## src/rtl/store_unit.sv

```systemverilog
// rtl/store_unit.sv - two-entry store buffer with lane formatting, alignment fault and load-hazard check
module store_unit (
    input  logic        clk,
    input  logic        rst,
    input  logic        st_valid,
    output logic        st_ready,
    input  logic [31:0] st_addr,
    input  logic [31:0] st_data,
    input  logic [2:0]  st_funct3,
    output logic        st_fault,
    output logic        mem_req,
    output logic [31:0] mem_addr,
    output logic [31:0] mem_wdata,
    output logic [3:0]  mem_be,
    input  logic        mem_ack,
    input  logic [31:0] ld_check_addr,
    output logic        ld_hazard,
    output logic        empty
);
    typedef enum logic {IDLE, REQ} state_t;

    state_t      state;
    logic [29:0] q_addr [2];
    logic [3:0]  q_be   [2];
    logic [31:0] q_data [2];
    logic        head, tail;
    logic [1:0]  count;

    logic        legal;
    logic [3:0]  new_be;
    logic [31:0] new_data;
    logic        push, pop;
    logic [29:0] ld_word;

    always_comb begin
        legal    = 1'b0;
        new_be   = 4'b0000;
        new_data = st_data;
        case (st_funct3)
            3'b000: begin
                legal    = 1'b1;
                new_be   = 4'b0001 << st_addr[1:0];
                new_data = {4{st_data[7:0]}};
            end
            3'b001: begin
                legal    = ~st_addr[0];
                new_be   = st_addr[1] ? 4'b1100 : 4'b0011;
                new_data = {2{st_data[15:0]}};
            end
            3'b010: begin
                legal    = (st_addr[1:0] == 2'b00);
                new_be   = 4'b1111;
            end
            default: legal = 1'b0;
        endcase
    end

    assign st_ready = ~rst && (count != 2'd2);
    assign push     = st_valid && st_ready && legal;
    assign pop      = (state == REQ) && mem_ack;
    assign empty    = (count == 2'd0) && (state == IDLE);

    // The in-flight store is still the head entry, so the FIFO check covers it;
    // the mem_addr term keeps the hazard visible regardless of pointer timing.
    assign ld_word   = ld_check_addr[31:2];
    assign ld_hazard = (mem_req && mem_addr[31:2] == ld_word)
                    || (count != 2'd0 && q_addr[head] == ld_word)
                    || (count == 2'd2 && q_addr[~head] == ld_word);

    always_ff @(posedge clk) begin
        if (rst) begin
            state     <= IDLE;
            head      <= 1'b0;
            tail      <= 1'b0;
            count     <= 2'd0;
            st_fault  <= 1'b0;
            mem_req   <= 1'b0;
            mem_addr  <= 32'd0;
            mem_wdata <= 32'd0;
            mem_be    <= 4'd0;
        end else begin
            st_fault <= st_valid && st_ready && ~legal;
            if (push) begin
                q_addr[tail] <= st_addr[31:2];
                q_be[tail]   <= new_be;
                q_data[tail] <= new_data;
                tail         <= ~tail;
            end
            if (pop)
                head <= ~head;
            count <= count + {1'b0, push} - {1'b0, pop};

            case (state)
                IDLE: begin
                    if (count != 2'd0) begin
                        state     <= REQ;
                        mem_req   <= 1'b1;
                        mem_addr  <= {q_addr[head], 2'b00};
                        mem_be    <= q_be[head];
                        mem_wdata <= q_data[head];
                    end
                end
                REQ: begin
                    if (mem_ack) begin
                        // With one entry left, a same-cycle push lands at ~head and is issued directly.
                        if (count == 2'd2) begin
                            mem_addr  <= {q_addr[~head], 2'b00};
                            mem_be    <= q_be[~head];
                            mem_wdata <= q_data[~head];
                        end else if (push) begin
                            mem_addr  <= {st_addr[31:2], 2'b00};
                            mem_be    <= new_be;
                            mem_wdata <= new_data;
                        end else begin
                            state   <= IDLE;
                            mem_req <= 1'b0;
                        end
                    end
                end
                default: state <= IDLE;
            endcase
        end
    end
endmodule

```

## config.mk

```make
export PLATFORM = sky130hd
export DESIGN_NAME = store_unit
export DESIGN_NICKNAME = d
export VERILOG_FILES = /design/src/rtl/store_unit.sv
export SDC_FILE = /design/constraint.sdc
export NUM_CORES = 1
export LEC_CHECK = 0
export BUFFER_PORTS_ARGS = -buffer_cell sky130_fd_sc_hd__buf_2
export CORE_MARGIN = 2
export CORE_UTILIZATION = 57
export DETAILED_ROUTE_END_ITERATION = 16
export PLACE_DENSITY_LB_ADDON = 0.3
export SLEW_MARGIN = 5
export SYNTH_ARGS = -nofsm -noshare
export SYNTH_HDL_FRONTEND = slang
export SYNTH_SLANG_ARGS = --single-unit
```

## constraint.sdc

```tcl
create_clock -name clk -period 5.15 [get_ports clk]
set_input_delay 0.2575 -clock clk [delete_from_list [all_inputs] [get_ports clk]]
set_output_delay 0.2575 -clock clk [all_outputs]
set_load 0.05 [all_outputs]
```

* Word level (Yosys, flattened, before mapping) *
Memories as Yosys holds them, arrays and structs flattened. A register that Yosys moved wholly into a read port is not among the register bits.
Index checks and enable logic that the tools add are counted.

storage, ports and cells
  input bits = 103
  memory bits (writable) = 132
  latch bits = 0
  flip-flop bits (word level) = 75
  output and inout port bits = 73
  bits in read-only memories = 0
  memories = 3
  logic and storage cells = 87

operators by class
  order comparisons = 0
  bitwise gates (word level) = 6
  reductions and logical operators = 17
  shifts and indexed selects = 1
  $add $sub $neg = 2
  muxes and demuxes = 37
  div/mod/pow operators = 0
  eq/ne operators = 12
  multiply operators = 0

memory list
  name    depth  width  read ports  clocked after memory_dff  wr ports  line  source
  q_data  2      32     2           1                         1         25    logic [31:0] q_data [2];
  q_addr  2      30     2           1                         1         23    logic [29:0] q_addr [2];
  q_be    2      4      2           1                         1         24    logic [3:0] q_be [2];

operator list
  kind                                                    count
  2-to-1 mux 32 bit                                       8
  one-hot mux 32 bit (2 select lines)                     3
  equality test 30 bit                                    3
  2-to-1 mux 4 bit                                        5
  2-to-1 mux 1 bit                                        16
  one-hot mux 4 bit (3 select lines)                      1
  logical AND 1 bit                                       9
  inequality test 2 bit (second input constant)           4
  one-hot mux 4 bit (2 select lines)                      1
  NOT 1 bit                                               6
  zero test 2 bit                                         2
  one-hot mux 1 bit (2 select lines)                      2
  AND reduction 4 bit                                     1
  left shift 1 x 2 -> 4 bit (first input constant)        1
  equality test 3 x 1 -> 1 bit (second input constant)    1
  equality test 3 x 2 -> 1 bit (second input constant)    1
  zero test 3 bit                                         1
  inequality test 3 x 1 -> 1 bit (second input constant)  1
  one-hot mux 1 bit (3 select lines)                      1
  AND reduction 3 bit                                     1
  adder 2 x 1 -> 2 bit                                    1
  equality test 2 bit (second input constant)             1
  logical OR 1 bit                                        2
  inequality test 2 x 1 -> 1 bit (second input constant)  1
  other kinds (2)                                         2

* Depth between registers and ports, before layout *
  word-level depth = 8
  gate-level depth with buffers = 12
  depth with buffers taken out = 10

* Worst setup path before layout *
No wires, ideal clock.

  path type = register -> register
  start = register count[0]
  end = memory q_addr[0][0], enable pin
  data arrival time = 4.479 ns
  path slack = 0.181 ns
  period minus slack after synthesis = 4.969 ns
  setup time = 0.490 ns
  data required time = 4.660 ns
  stages on the path, launching flop included = 7
  path buffers = 1
  cell sequence = dfxtp_1 -> and2b_1 -> nor2_1 -> and3_1 -> buf_2 -> inv_1 -> nor2_1

on the way
  word-level cells in the longest chain between the ends = 7

RTL lines
  item                                    line  source
  start, declared                         27    logic [1:0] count;
  start signal, assigned                  91    count <= count + {1'b0, push} - {1'b0, pop};
  inequality test 2 bit                   58    assign st_ready = ~rst && (count != 2'd2);
  logical AND 1 bit                       58
  named net st_ready                      6     output logic st_ready,
  logical AND 1 bit (2 in series)         59    assign push = st_valid && st_ready && legal;
  2-to-1 mux 1 bit                        83    if (push) begin
  2-to-1 mux 1 bit                        71    if (rst) begin
  2-to-1 mux 1 bit (not written as such)  84    q_addr[tail] <= st_addr[31:2];
  end, declared                           23

The timed path passes the listed nets, and every way through them passes these cells.

* Worst setup path after layout *
  start = register head
  end = output ld_hazard

on the way
  word-level cells in the longest chain between the ends = 5

RTL lines
  item                    line  source
  start, declared         26    logic head, tail;
  start signal, assigned  90    head <= ~head;
  NOT 1 bit               68    || (count == 2'd2 && q_addr[~head] == ld_word);
  memory (2 x 30 bit)     -
  equality test 30 bit    68
  logical AND 1 bit       68
  logical OR 1 bit        68
  end, declared           17    output logic ld_hazard,

Every way passes these cells.

==> results.txt <==
The count of nets left with antenna violations once routing finished came out at 0. The clock skew after layout came out at 12.1 ps. The number of hold-repair buffers added at the cts stage came out at 31.

The worst-case headroom to the max-slew limit came out at 0.195. The share of flip-flops with an asynchronous set or reset after synthesis came out at 0. In the final layout, the share of cells above drive strength 1 is 0.235. STA classifies the critical path startpoint as a flip-flop.

Of all cell types, the one taking the most synthesized area is edfxtp_1. The instance count of the mapped netlist is 925. The worst setup path category is reg2out. The later-pin clock latency in the skew report came out at 510 ps. The count of synthesis-stage warnings from yosys came out at 0. The region available for standard cell placement spans 17400 sq um.

The CTS tree is done. The final net count came out at 1201. The mean routed wirelength per cell is 20.0 um.

The maximum fanout along the worst path is 21. During I/O placement, the number of pins put on the boundary was 176. The number of storage elements in the synthesis netlist is 206. The register area share after synthesis came out at 0.536.

The signal arrival time at the worst endpoint is 3470 ps. The number of H-tree levels came out at 1. The maximum frequency from static timing analysis came out at 269 MHz. The first global-routing pass estimated 40400 um of wire. The power per unit of standard cell area is 521 nW/um^2. The total number of clock tree sinks came out at 206. The area share of the leading cell type in the synthesized netlist is 0.390.

The setup TNS after final layout came out at 0 ps. The per-instance average area after synthesis came out at 11.0 sq um. In this run the post-CTS setup repair buffer count came out at 0.

Port buffering added 171 buffers. Before CTS, the worst setup slack after placement is 1980 ps. The critical path required time is 4890 ps. The slew at the pin closest to its max-slew limit came out at 1210 ps.

At the end of routability-driven placement, the weighted congestion stood at 0.925. In the post-synthesis netlist, the biggest area contributors are edfxtp_1 39%, dfxtp_1 15%, mux2i_1 9.5%, xnor2_1 5.4%, nor2_1 4.0%. The count of unresolved DRC violations after routing came out at 0.

Counting flops with a built-in enable in the synthesized netlist gives 132. In this run, post-CTS repair resized a total of 0 instances. The area of the mapped netlist is 10200 sq um. The largest vdd supply drop came out at 0.000391 V. After legalization and detailed placement, the total HPWL measured 17300 um. The leakage power came out at 0.00427 uW.

Global routing finished with a remaining overflow of 0. The starting DRC count in detailed routing came out at 754. The count of vias placed by the detailed router came out at 7878. The endpoint class of the critical path is a primary output. The cell row count came out at 48.

The first TritonRoute pass finished after 5 iterations. The number of hold-slack violations in the final timing report is 0. The width of the die came out at 138 um. The post-layout worst setup margin came out at 1430 ps. After detailed routing, the number of vias per cell comes to 5.89. The antenna diode count is 0. The global-route usage over all layers came out at 0.280.

The number of max-slew violations in the final report came to 0. The flow ran to the end, and the final reports show no timing, DRC or antenna violations. Power comes to 6340 uW.

The number of max-capacitance violations reported is 0. Clock-pin slew was measured on the worst setup and hold paths at 60 ps. After synthesis, the netlist uses 44 different library cells.

Setup repair after global routing left no endpoint under its margin. The initial utilization of the core area, before any placement, comes to 0.585. The post-detailed-routing wire length is 26700 um.

The time the worst path needs with I/O delays and setup came out at 3720 ps. The signed area change from the synthesized netlist to the final layout is 19.6%. The number of antenna violations at the first check in global routing is 1. The clock root buffer is clkbuf_16. Dividing the final minimum period by the clock period gives 0.723.

The most used flip-flop cell after synthesis is edfxtp_1. The largest net degree at the start of global routing came out at 93. The worst-case clock buffer depth came out at 3. The die footprint came out at 18900 sq um.

The filler cells instantiated in the layout total 1294. Counting the buffers created by CTS gives 23. The die outline height is 138 um. The number of global-route vias before repair is 7584.

The path class of the tightest hold or removal check is in2reg. Setup violations remaining at the end of the flow were counted as 0. The most common cell in the synthesized netlist is edfxtp_1. Ranked by instance count, the synthesized netlist is headed by 132 x edfxtp_1, 109 x nor2_1, 96 x mux2i_1.
per-stage QoR:
stage	instances	hold slack [ps]	utilization	instance area [sq um]
finish	1338	23.4	0.700	12200
detailed placement	1265	440	0.640	11100
floorplan	926	356	-	10200
CTS	1338	8.72	0.700	12200
global route	1338	13.6	0.700	12200
global placement	1265	437	0.640	11100
power breakdown:
group          internal [uW]  total [uW]  switching (uW)
registers               2010        2230             219
logic                    744        2540            1790
clock network            932        1570             640
total                   3680        6340            2650
final timing paths:
| kind | start | end | slack, ps | depth (start not counted) |
|---|---|---|---|---|
| worst min-delay path | st_data[0] | q_data[0][0]$_DFFE_PP_ | 20 | 1 |
| worst max-delay path | head$_SDFFE_PP0P_ | ld_hazard | 1430 | 7 |
| worst min register to register | mem_wdata[18]$_SDFFE_PP0P_ | mem_wdata[18]$_SDFFE_PP0P_ | 450 | 2 |
| worst max register to register | count[0]$_SDFF_PP0_ | mem_wdata[11]$_SDFFE_PP0P_ | 1970 | 5 |
layout by cell type (no fill, tap or decap), drive strengths merged, types with 2 or more instances in the layout:
cell type	n
mux2	24
ha	2
conb	2
nand2	75
clkbuf	32
buf	183
o211ai	41
inv	6
a21oi	31
dfxtp	74
xnor2	63
edfxtp	132
nor2	109
nor4	15
mux2i	96
a21o	2
xor2	31
o21ai	51
a211oi	12
dlygate4sd3	31
a222oi	12
clkinv	8
nand4	14
and2	2
nor3	33
a311oi	16
a22oi	6
final cells by class:
class	count	area (sq um)	share of cell area
clock inverters	10	80.1	0.00659
well taps	225	282	0.0232
flip-flops and latches	206	5450	0.448
clock buffers	32	649	0.0534
inverters	5	18.8	0.00154
multi-input cells	646	4420	0.364
repair buffers	214	1260	0.103
worst max-delay path: stages (launching register included):
cell,delay [ps]
dfxtp_2,820
mux2i_1,340
xor2_1,400
nand4_1,330
nor4_1,430
nand4_1,160
o211ai_1,160
buf_2,310
layer usage:
metal | GRT usage | wire length [um]
met1 | 0.360 | 11000
met2 | 0.476 | 12900
met3 | 0.0486 | 2040
met4 | 0.100 | 838
met5 | 0 | 0
registers in the layout, indices dropped and copies added, names as in the netlist, named ones only:
| signal | cells |
|---|---|
| st_fault | 1 |
| head | 1 |
| q_data | 64 |
| mem_be | 4 |
| count | 2 |
| q_be | 8 |
| mem_addr | 30 |
| q_addr | 60 |
| state | 1 |
| mem_req | 1 |
| mem_wdata | 32 |
| tail | 1 |
cells by family after synthesis:
family	synth area share
compound gates	0.118
mux	0.121
fa+ha+maj	0.00246
flops	0.536
simple gates	0.107
xor+xnor	0.0810
other cells	0.000369
buf+inv	0.0336
Note: power is estimated with default switching activity, not from simulation.
